$ cat src/rtl/pampy_stack_pkg.sv
// Shared types for the pamPy operand stack.
// Op codes, refill FSM states and derived widths.
package pampy_stack_pkg;

  typedef enum logic [2:0] {
    OP_NOP      = 3'd0,
    OP_PUSH     = 3'd1,
    OP_POP      = 3'd2,
    OP_REPLACE2 = 3'd3,
    OP_DUP      = 3'd4,
    OP_SWAP     = 3'd5,
    OP_OVER     = 3'd6,
    OP_DROP2    = 3'd7
  } op_e;

  typedef enum logic [1:0] {
    ST_IDLE       = 2'd0,
    ST_REFILL_TOS = 2'd1,
    ST_REFILL_NOS = 2'd2
  } state_e;

  function automatic int cnt_width(input int depth);
    return $clog2(depth) + 1;
  endfunction

endpackage

$ cat src/rtl/stack_ram.sv
// Spill store for stack entries below NOS.
// One write port, one synchronous read port.
module stack_ram #(
  parameter int DATA_WIDTH = 8,
  parameter int ENTRIES    = 14,
  localparam int AW        = $clog2(ENTRIES)
) (
  input  logic                  clk,
  input  logic                  we,
  input  logic [AW-1:0]         waddr,
  input  logic [DATA_WIDTH-1:0] wdata,
  input  logic                  re,
  input  logic [AW-1:0]         raddr,
  output logic [DATA_WIDTH-1:0] rdata
);

  logic [DATA_WIDTH-1:0] mem [ENTRIES];

  always_ff @(posedge clk) begin
    if (we) mem[waddr] <= wdata;
    if (re) rdata <= mem[raddr];
  end

endmodule

$ cat src/rtl/operand_stack_cache.sv
// Operand stack with TOS/NOS in registers and deeper entries in RAM.
// Pops that expose RAM data stall while the registers refill.
module operand_stack_cache
  import pampy_stack_pkg::*;
#(
  parameter int DATA_WIDTH = 8,
  parameter int DEPTH      = 16,
  localparam int CNT_WIDTH = cnt_width(DEPTH)
) (
  input  logic                  clk,
  input  logic                  reset,
  input  logic                  op_valid,
  output logic                  op_ready,
  input  logic [2:0]            op_code,
  input  logic [DATA_WIDTH-1:0] push_data,
  output logic [DATA_WIDTH-1:0] top_out,
  output logic [DATA_WIDTH-1:0] next_out,
  output logic [CNT_WIDTH-1:0]  count_out,
  output logic                  empty,
  output logic                  full,
  output logic                  err_overflow,
  output logic                  err_underflow,
  input  logic                  err_clear
);

  localparam int ENTRIES = DEPTH - 2;
  localparam int AW      = $clog2(ENTRIES);

  localparam logic [CNT_WIDTH-1:0] C0   = '0;
  localparam logic [CNT_WIDTH-1:0] C1   = CNT_WIDTH'(1);
  localparam logic [CNT_WIDTH-1:0] C2   = CNT_WIDTH'(2);
  localparam logic [CNT_WIDTH-1:0] C3   = CNT_WIDTH'(3);
  localparam logic [CNT_WIDTH-1:0] CMAX = CNT_WIDTH'(DEPTH);

  state_e                state;
  logic [DATA_WIDTH-1:0] tos, nos;
  logic [CNT_WIDTH-1:0]  count;

  op_e                   op;
  logic                  accept;
  logic                  is_push, is_pull;
  logic                  under, over, op_ok;
  logic [DATA_WIDTH-1:0] push_val;
  logic [AW-1:0]         cnt_lo;

  logic                  ram_we, ram_re;
  logic [AW-1:0]         ram_waddr, ram_raddr;
  logic [DATA_WIDTH-1:0] ram_rdata;

  assign op       = op_e'(op_code);
  assign op_ready = (state == ST_IDLE) && !reset;
  assign accept   = op_valid && op_ready;

  assign is_push = op inside {OP_PUSH, OP_DUP, OP_OVER};
  assign is_pull = op inside {OP_POP, OP_REPLACE2, OP_DROP2};

  assign under = ((op == OP_POP) && (count < C1)) ||
                 ((op inside {OP_REPLACE2, OP_SWAP, OP_OVER, OP_DROP2})
                  && (count < C2));
  assign over  = is_push && (count == CMAX);
  assign op_ok = !under && !over;

  assign push_val = (op == OP_DUP)  ? tos :
                    (op == OP_OVER) ? nos : push_data;

  // Low bits suffice: every RAM address used is below 2**AW.
  assign cnt_lo = count[AW-1:0];

  always_comb begin
    ram_we    = 1'b0;
    ram_re    = 1'b0;
    ram_waddr = cnt_lo - AW'(2);
    ram_raddr = cnt_lo - AW'(3);
    if (state == ST_REFILL_TOS) begin
      ram_re    = count >= C2;
      ram_raddr = cnt_lo - AW'(2);
    end else if (accept && op_ok) begin
      unique case (1'b1)
        is_push: ram_we = count >= C2;
        is_pull: ram_re = count >= C3;
        default: ;
      endcase
    end
  end

  stack_ram #(
    .DATA_WIDTH (DATA_WIDTH),
    .ENTRIES    (ENTRIES)
  ) u_ram (
    .clk   (clk),
    .we    (ram_we),
    .waddr (ram_waddr),
    .wdata (nos),
    .re    (ram_re),
    .raddr (ram_raddr),
    .rdata (ram_rdata)
  );

  always_ff @(posedge clk) begin
    if (reset) begin
      state         <= ST_IDLE;
      tos           <= '0;
      nos           <= '0;
      count         <= C0;
      err_underflow <= 1'b0;
      err_overflow  <= 1'b0;
    end else begin
      err_underflow <= (accept && under) ||
                       (err_underflow && !err_clear);
      err_overflow  <= (accept && over && !under) ||
                       (err_overflow && !err_clear);
      unique case (state)
        ST_IDLE: begin
          if (accept && op_ok) begin
            unique case (op)
              OP_NOP: ;
              OP_PUSH, OP_DUP, OP_OVER: begin
                nos   <= tos;
                tos   <= push_val;
                count <= count + C1;
              end
              OP_SWAP: begin
                tos <= nos;
                nos <= tos;
              end
              OP_POP, OP_REPLACE2: begin
                tos   <= (op == OP_POP) ? nos : push_data;
                count <= count - C1;
                if (count >= C3) state <= ST_REFILL_NOS;
                else             nos   <= '0;
              end
              OP_DROP2: begin
                count <= count - C2;
                if (count >= C3) begin
                  state <= ST_REFILL_TOS;
                end else begin
                  tos <= '0;
                  nos <= '0;
                end
              end
            endcase
          end
        end
        ST_REFILL_TOS: begin
          tos <= ram_rdata;
          if (count >= C2) begin
            state <= ST_REFILL_NOS;
          end else begin
            nos   <= '0;
            state <= ST_IDLE;
          end
        end
        ST_REFILL_NOS: begin
          nos   <= ram_rdata;
          state <= ST_IDLE;
        end
        default: state <= ST_IDLE;
      endcase
    end
  end

  assign top_out   = tos;
  assign next_out  = nos;
  assign count_out = count;
  assign empty     = count == C0;
  assign full      = count == CMAX;

endmodule
$ cat config.mk
export PLATFORM = sky130hd
export DESIGN_NAME = operand_stack_cache
export DESIGN_NICKNAME = d
export VERILOG_FILES = /design/src/rtl/pampy_stack_pkg.sv /design/src/rtl/stack_ram.sv /design/src/rtl/operand_stack_cache.sv
export SDC_FILE = /design/constraint.sdc
export NUM_CORES = 1
export LEC_CHECK = 0
export BUFFER_PORTS_ARGS = -buffer_cell sky130_fd_sc_hd__buf_2
export CAP_MARGIN = 20
export CORE_UTILIZATION = 40
export CTS_BUF_LIST = sky130_fd_sc_hd__clkbuf_8 sky130_fd_sc_hd__clkbuf_16
export DETAILED_ROUTE_END_ITERATION = 8
export PLACE_DENSITY = 0.61
export SYNTH_ARGS = -nofsm -noshare
export SYNTH_HDL_FRONTEND = slang
export SYNTH_SLANG_ARGS = --single-unit
$ cat constraint.sdc
create_clock -name clk -period 6.96 [get_ports clk]
set_input_delay 2.088 -clock clk [delete_from_list [all_inputs] [get_ports clk]]
set_output_delay 2.088 -clock clk [all_outputs]
set_load 0.01 [all_outputs]
==> reports/metrics.cfg <==
[placement]
dp_hpwl_um=11370
place.gp.congestion=0.8595
dpl_cell_area_mm2=0.007522
dp.cells=791
port_buffers=40

[die]
core-area_mm2=0.01736
boundaryPins=41
dieArea_mm2=0.01834
initial_utilization_pct=41.03
num_rows=48
fp.dieH_um=135.4
die_width_um=135.4

[timing]
tightest_slew_ps=1125
finalCritPeriodShare_pct=71.57
rsz0062_at_grt=false
finClkSkew_ps=7.141
setup_viol=0
final-max-slew-violation-count=0
hold_viol=0
timing.fmax_ghz=0.2008
timing.setup.tns_ps=0
layout_min_cycle_time_ps=4981
fin_hold_ws_ps=474.9
timing.slew.headroom_pct=24.99

[detailed_routing]
dr.pass1.iters=5
vias=4873
ant_nets=0
viasPerCell=5.921
drt_iter0_drc=450
drcViolationCount=0
wl_per_cell_um=21.60
wl_um=17780

[global_route]
antenna_found_initial=0
grt-ovfl-total=0
grt_max_degree=40
grt_pass1_wl_um=27110
track_usage_pct=20.20
grt_pass1_vias=4737

[synthesis]
synth_nets=583
synth_edf_count=120
ys_ff_latch=145
syn_avg_cell_area_um2=12.83
ys_dominant_reg_cell=edfxtp_1
yosys_warnings=0
yosysSeqAreaShare_pct=57.63
synthCells=555
synthArstFlopShare_pct=0
syn_area_mm2=0.007121
synth.distinct_cells=51

[clock_network]
numCtsBuffers=17
cts_hold_buffers=0
htreeDepth=4
cts_tree=built
cts_resized=0
cts_sinks=145
cts-root-buf=clkbuf_16
clk_latency_ps=420
clockBufferDepth=2
clk_pin_slew_ps=60
post_cts_buffers=0

[min_path]
min_to=err_overflow
hp-start=err_overflow
hold_class=reg -> reg
min_path_cells=2

[finish]
areaGrowthSynthToFinish_pct=13.37
fin_nets=613
stdcell_count=823
layout-drive-gt1-share_pct=22.24
design_area_mm2=0.008073
n_antenna_cell=0

[power]
p_leak_nw=2.542
power_mw=1.958
p_per_area_mw_per_mm2=242.6
ir_drop_uv=161.2

[critical_path]
r2r_end=u_ram.rdata[7]
crit_fanout=25
r2r_start=count_out[1]
crit_type=in -> out
crit_chain=buf_2 -> nor2b_1 -> buf_2
r2r_cells=8
cp_slowest_stage_delay_ps=350
crit_top_cell=buf_2
end_kind=output port
critPathLaunchType=input pin
critical_path_arrival_ps=2890
worst_path_max_delay_cell=nor2b_1
reg2reg_slack_ps=2490
crit_required_ps=4870

[run]
drv_cap=0

[status]
status=finished, final reports clean

synthesized netlist by cell type, drive strengths merged, types with 2 or more instances:
cell type  instances  area (um2)
a211oi             5       37.54
a21o               3       22.52
a21oi             35       175.2
a221oi             9       78.83
a22o               8       70.07
a22oi              8       60.06
a31oi              4       25.02
and2               8       50.05
and3               8       50.05
buf               10       51.29
clkbuf            27       102.6
dfxtp             25       500.5
edfxtp           120        3603
ha                13       162.7
inv                9       33.78
mux2              49       551.8
mux2i             53       530.5
nand2             13       48.80
nand2b             5       31.28
nand3              3       15.01
nor2               8       30.03
nor2b             10       62.56
nor3               4       20.02
nor3b              3       22.52
nor4b              2       17.52
o2111ai            9       78.83
o211ai             8       60.06
o21a               2       15.01
o21ai             41       205.2
o221ai             8       70.07
o22ai             17       106.4
or3               11       68.82
xor2               3       26.28
cell type report:
| type | count | area (um2) |
|---|---|---|
| clock inverter | 11 | 58.81 |
| sequential | 145 | 4105 |
| timing repair buffer | 48 | 260.3 |
| multi-input combinational | 363 | 2838 |
| clock buffer | 21 | 491.7 |
| fill | 1507 | 9284 |
| inverter | 10 | 37.54 |
| tap | 225 | 281.5 |
metal layers:
layer | vias up | wire, um | GRT usage (%)
met5 | - | 0 | 0
met2 | 162 | 8135 | 29.89
met3 | 33 | 814 | 4.227
li1 | 2256 | - | -
met4 | 0 | 497 | 9.363
met1 | 2422 | 8333 | 28.29
cells in the final DEF (no fill, tap or decap), drive strengths merged, types with 10 or more instances in the layout:
| cell | instances |
|---|---|
| or3 | 11 |
| o22ai | 17 |
| mux2 | 49 |
| o21ai | 41 |
| buf | 48 |
| edfxtp | 120 |
| nand2 | 13 |
| mux2i | 53 |
| clkbuf | 21 |
| ha | 13 |
| a21oi | 35 |
| inv | 14 |
| dfxtp | 25 |
| nor2b | 10 |
how the worst max path moves through the flow:
| stage | from | endpoint | cells past startpoint |
|---|---|---|---|
| after floorplan | reset | op_ready | 1 |
| after CTS | reset | op_ready | 3 |
| after global placement | reset | op_ready | 3 |
| after detailed placement | reset | op_ready | 3 |
| after global routing | reset | op_ready | 3 |
| final | reset | op_ready | 3 |
where the power goes:
group	internal, mW	leakage (nW)	switching [mW]	total, mW
Combinational	0.0622	1.18	0.102	0.164
Clock	0.499	0.287	0.347	0.846
Sequential	0.935	1.07	0.0132	0.948
Total	1.50	2.54	0.462	1.96
cell families (layout without fill, tap and decap cells):
| group | Yosys count | count (layout) | synth area share [%] |
|---|---|---|---|
| AO/OA/AOI/OAI | 165 | 165 | 15.27 |
| XOR/XNOR | 4 | 4 | 0.4921 |
| adder cells (fa/ha/maj) | 13 | 13 | 2.284 |
| buffers and inverters | 47 | 90 | 2.688 |
| flip-flops | 145 | 145 | 57.63 |
| multiplexers | 102 | 102 | 15.20 |
| AND/OR/NAND/NOR | 79 | 79 | 6.431 |
critical path: cells and delay by family:
family	cells	cell delay [ps]
buffers and inverters	2	450
and+or+nand+nor	1	350
state kept, by name (all words and copies together) (netlist names):
name / cells
next_out: 8
count_out: 5
err_overflow: 1
state: 2
u_ram.rdata: 8
u_ram.mem: 112
err_underflow: 1
top_out: 8
through the flow:
| step | utilization, % | setup slack [ps] |
|---|---|---|
| 6_report | 46.51 | 1979 |
| 5_1_grt | 46.51 | 1894 |
| 4_1_cts | 46.51 | 1965 |
| 3_5_place_dp | 43.34 | 1966 |
| 3_3_place_gp | 43.34 | 1990 |
| 2_1_floorplan | - | 2467 |
Note: power is estimated with default switching activity, not from simulation.
